**src/rtl/led_anim_pkg.sv**
```systemverilog
// Shared definitions for the LED animation engine: pattern mode encodings,
// sweep direction and the default LED bank width.
package led_anim_pkg;

    typedef enum logic [1:0] {
        MODE_SCAN_L = 2'd0,
        MODE_SCAN_R = 2'd1,
        MODE_BOUNCE = 2'd2,
        MODE_FILL   = 2'd3
    } mode_e;

    typedef enum logic {
        DIR_UP   = 1'b0,
        DIR_DOWN = 1'b1
    } dir_e;

    localparam int N_LED_DEF = 8;

endpackage

```
**src/rtl/led_pattern_engine.sv**
```systemverilog
// Steps one of four LED animations per accepted tick (or per step while paused),
// restarting on mode change and pulsing wrap when a pattern cycle completes.
module led_pattern_engine
    import led_anim_pkg::*;
#(
    parameter int N_LED = N_LED_DEF,
    parameter int CW    = $clog2(2 * N_LED)
) (
    input  logic             clk,
    input  logic             reset,
    input  logic             tick,
    input  logic [1:0]       mode,
    input  logic             pause,
    input  logic             step,
    output logic [N_LED-1:0] led,
    output logic             wrap
);

    localparam logic [CW-1:0] LAST_POS    = CW'(N_LED - 1);
    localparam logic [CW-1:0] PRE_LAST    = CW'(N_LED - 2);
    localparam logic [CW-1:0] FILL_LAST   = CW'(2 * N_LED - 1);
    localparam logic [CW-1:0] ONE         = CW'(1);
    localparam logic [N_LED-1:0] LED_INIT = {{(N_LED-1){1'b0}}, 1'b1};

    // Complete animation state; led is a registered function of it.
    typedef struct packed {
        mode_e         mode_q;
        logic [CW-1:0] cnt;
        dir_e          dir;
    } anim_state_t;

    anim_state_t       state_q, state_d;
    logic [N_LED-1:0]  led_d;
    logic              wrap_d;
    logic              adv;
    mode_e             mode_in;

    // FILL: cnt < N lights the low cnt+1 bits; cnt >= N keeps the top 2N-1-cnt bits.
    function automatic logic [N_LED-1:0] pattern(input mode_e m, input logic [CW-1:0] c);
        int ci;
        ci      = int'(c);
        pattern = '0;
        for (int i = 0; i < N_LED; i++) begin
            case (m)
                MODE_SCAN_L: pattern[i] = (i == ci);
                MODE_SCAN_R: pattern[i] = (i == N_LED - 1 - ci);
                MODE_BOUNCE: pattern[i] = (i == ci);
                MODE_FILL:   pattern[i] = (ci < N_LED) ? (i <= ci) : (i >= ci - N_LED + 1);
                default:     pattern[i] = 1'b0;
            endcase
        end
    endfunction

    assign mode_in = mode_e'(mode);
    assign adv     = pause ? step : tick;

    always_comb begin
        state_d = state_q;
        led_d   = led;
        wrap_d  = 1'b0;
        if (mode_in != state_q.mode_q) begin
            state_d.mode_q = mode_in;
            state_d.cnt    = '0;
            state_d.dir    = DIR_UP;
            led_d          = pattern(mode_in, '0);
        end else if (adv) begin
            case (state_q.mode_q)
                MODE_SCAN_L, MODE_SCAN_R: begin
                    if (state_q.cnt == LAST_POS) begin
                        state_d.cnt = '0;
                        wrap_d      = 1'b1;
                    end else begin
                        state_d.cnt = state_q.cnt + ONE;
                    end
                end
                MODE_BOUNCE: begin
                    // Direction flips on arrival at an end so end bits are shown once.
                    if (state_q.dir == DIR_UP) begin
                        state_d.cnt = state_q.cnt + ONE;
                        if (state_q.cnt == PRE_LAST) state_d.dir = DIR_DOWN;
                    end else begin
                        state_d.cnt = state_q.cnt - ONE;
                        if (state_q.cnt == ONE) begin
                            state_d.dir = DIR_UP;
                            wrap_d      = 1'b1;
                        end
                    end
                end
                MODE_FILL: begin
                    if (state_q.cnt == FILL_LAST) begin
                        state_d.cnt = '0;
                        wrap_d      = 1'b1;
                    end else begin
                        state_d.cnt = state_q.cnt + ONE;
                    end
                end
                default: ;
            endcase
            led_d = pattern(state_q.mode_q, state_d.cnt);
        end
    end

    always_ff @(posedge clk) begin
        if (!reset) begin
            state_q.mode_q <= MODE_SCAN_L;
            state_q.cnt    <= '0;
            state_q.dir    <= DIR_UP;
            led            <= LED_INIT;
            wrap           <= 1'b0;
        end else begin
            state_q <= state_d;
            led     <= led_d;
            wrap    <= wrap_d;
        end
    end

endmodule

```
**config.mk**
```make
export PLATFORM = sky130hd
export DESIGN_NAME = led_pattern_engine
export DESIGN_NICKNAME = d
export VERILOG_FILES = /design/src/rtl/led_anim_pkg.sv /design/src/rtl/led_pattern_engine.sv
export SDC_FILE = /design/constraint.sdc
export NUM_CORES = 1
export LEC_CHECK = 0
export ABC_AREA = 1
export CAP_MARGIN = 20
export CELL_PAD_IN_SITES_DETAIL_PLACEMENT = 1
export CELL_PAD_IN_SITES_GLOBAL_PLACEMENT = 1
export CORE_ASPECT_RATIO = 1.4
export CORE_MARGIN = 3
export CORE_UTILIZATION = 43
export DETAILED_ROUTE_END_ITERATION = 10
export GPL_ROUTABILITY_DRIVEN = 0
export GPL_TIMING_DRIVEN = 0
export PLACE_DENSITY_LB_ADDON = 0.1
export SYNTH_ARGS = -nofsm -noshare
export SYNTH_HDL_FRONTEND = slang
export SYNTH_SLANG_ARGS = --single-unit
```
**constraint.sdc**
```tcl
create_clock -name clk -period 6.1 [get_ports clk]
set_input_delay 1.22 -clock clk [delete_from_list [all_inputs] [get_ports clk]]
set_output_delay 1.22 -clock clk [all_outputs]
set_load 0.05 [all_outputs]
```
==> run metrics <==
status=completed; DRT Wirelength=4.284 mm; maximum vdd drop=0.0002113 V; # diodes=0; largest net degree at the start of global routing=13; FF-to-FF path depth=18; Synth Area in XOR/XNOR=3.300%; WP data required=6.27 ns; Syn Nets=259; Resized Gates After CTS=0; count of cell types in the netlist=24; Site Rows=24; final setup fails=0; post-synth top area share=21.12%; Starting Density=46.76%; Tmin final=3.168 ns; Worst-Margin Slew=0.5440 ns; grt total ovfl=0; CTS max path bufs=2; Clock Latency Late Sink=0.25 ns; CP startpoint kind=register; setup tns final=0 ns; Worst Setup End Kind=register; clock tree sinks=16; Core Area=3243 um2; Setup CP Type=reg2reg; area delta synth->final=16.75%; Worst Hold Path Cells=2; Arr. time, crit path=3.34 ns; final setup skew=0.001906 ns; vias in the first global route=1687; register area share after synthesis=21.12%; Placed Area=1715 um2; port buffer count=15; Antenna Nets Post-Route=0; largest cells by area after synthesis=dfxtp_1 (21%), nand2_1 (15%), ha_1 (11%); WL per Instance=14.42 um; vias per cell=5.364; post-synth top area cell=dfxtp_1; hold buffers post-CTS=0; class of the worst hold path=reg2reg; final period utilization=51.94%; final hold vios=0; die width=56.19 um; synthesized cell area=1516 um2; Detailed Route Iter0 Violations=75; CTS tree=done; CTS H-tree lvls=1; Cell Pwr Density=164.1 nW/um2; CP Max Fanout=8; DPL Wire Length=3.470 mm; worst hold slack=0.4657 ns; IO Pins=16; GRT Util Overall=21.69%; P_leak=0.8040 nW; Nets=279; Setup Buffers After CTS=0; pre-CTS setup slack=2.954 ns; Syn Area/Cell=6.345 um2; final worst slack=2.932 ns; die area=4285 um2; Simple-Gate Fraction of Synth Area=40.02%; # Max-Cap Violations=0; Worst-path clk slew=0.06 ns; root buf cell=clkbuf_8; post-synthesis cell count=239; final max-slew violation count=0; main combinational cell family by area after synthesis=simple AND/OR/NAND/NOR gates; Slew HR=63.60%; total CTS buffers=3; mux cell area share after synthesis=0%; f_max=315.6 MHz; first-pass GRT wire length=7.679 mm; Vias=1593; Synth Area in Adders=10.73%; Synth Register Bits=16; Vert. Die Dim=76.27 um; final core utilization=54.59%; DRT Pass-1 Iters=4; Yosys warnings=0; RSZ-0062 raised after global routing=no; initial antenna violation count=0; Synth Area in Compound Gates=12.87%; layout cells sized above 1=12.40%; Design Area, Final=1770 um2; remaining design rule violation count=0
-- worst max-delay path, cell delays in order, from the launching register on --
cell and delay (ns):
dfxtp_1 0.48, inv_1 0.21, ha_1 0.36, inv_1 0.06, nand4_1 0.09, nand2_2 0.13, nand2_4 0.11, inv_1 0.13
ha_1 0.28, nand2_1 0.08, inv_1 0.06, ha_1 0.21, inv_1 0.11, nand3_1 0.10, o21ai_0 0.24, nand2_1 0.08
nand2_1 0.08, nand3_1 0.08, a21oi_1 0.17
-- path summary, 6_finish.rpt --
kind	startpoint	to	slack [ns]
max	state_q[1]	led[3]	2.93
min	led[2]	led[2]	0.47
max reg2reg	state_q[1]	led[3]	2.93
min reg2reg	led[2]	led[2]	0.47
-- flip-flops by register name, summed over array words and instances, names as in the netlist --
name / flops
state_q: 7
wrap: 1
led: 8
-- synthesized netlist by cell type (all sizes together) --
cell,count
nand2,67
inv,36
nand3,27
nor2,21
a21oi,20
dfxtp,16
o21ai,16
ha,13
nand4,8
buf,5
nor3,2
o211ai,2
xnor2,2
xor2,2
nand3b,1
or2,1
-- per-layer routing --
layer	global-route usage [%]	part of all wire, %
met4	4.751	1.8
met5	0	0
met2	39.81	53
met1	25.21	42
met3	4.576	2.9
-- cell type report --
| type | count | area (um2) |
|---|---|---|
| flip-flops and latches | 16 | 320.3 |
| clock buffers | 4 | 55.05 |
| plain buffers | 5 | 46.29 |
| repair buffers | 15 | 150.1 |
| fillers | 454 | 1473 |
| inverters | 36 | 135.1 |
| multi-input cells | 182 | 1015 |
| well taps | 39 | 48.80 |
-- cells by family (layout without fill, tap and decap cells) --
kind of cell	after synthesis	count (layout)
flops	16	16
fa+ha+maj	13	13
buf+inv	41	60
compound gates	38	38
xor+xnor	4	4
simple gates	127	127
-- through the flow --
stage	power, mW	std cells
after global placement	0.1947	293
after CTS	0.2937	297
after global routing	0.3091	297
final	0.2905	297
after floorplan	0.1729	239
after detailed placement	0.1976	293
-- layout by cell type (no fill, tap or decap) --
master / count
nand3_1: 26
inv_1: 30
inv_2: 6
o21ai_0: 16
buf_2: 1
a21oi_1: 20
or2_2: 1
nand3b_1: 1
ha_1: 13
nand2_4: 4
nand2_2: 2
nor3_1: 2
clkdlybuf4s50_1: 15
buf_6: 3
xnor2_1: 2
o211ai_1: 2
clkbuf_8: 4
nor2_2: 5
dfxtp_1: 16
nor2_4: 2
nand4_1: 8
nand2_1: 61
nor2_1: 14
buf_4: 1
nand3_2: 1
xor2_2: 2
-- power by group --
group          internal [mW]  switching, mW
clock                 0.0573         0.0377
combinational         0.0288         0.0559
sequential             0.108        0.00277
Power figures use the tool's default switching activity.
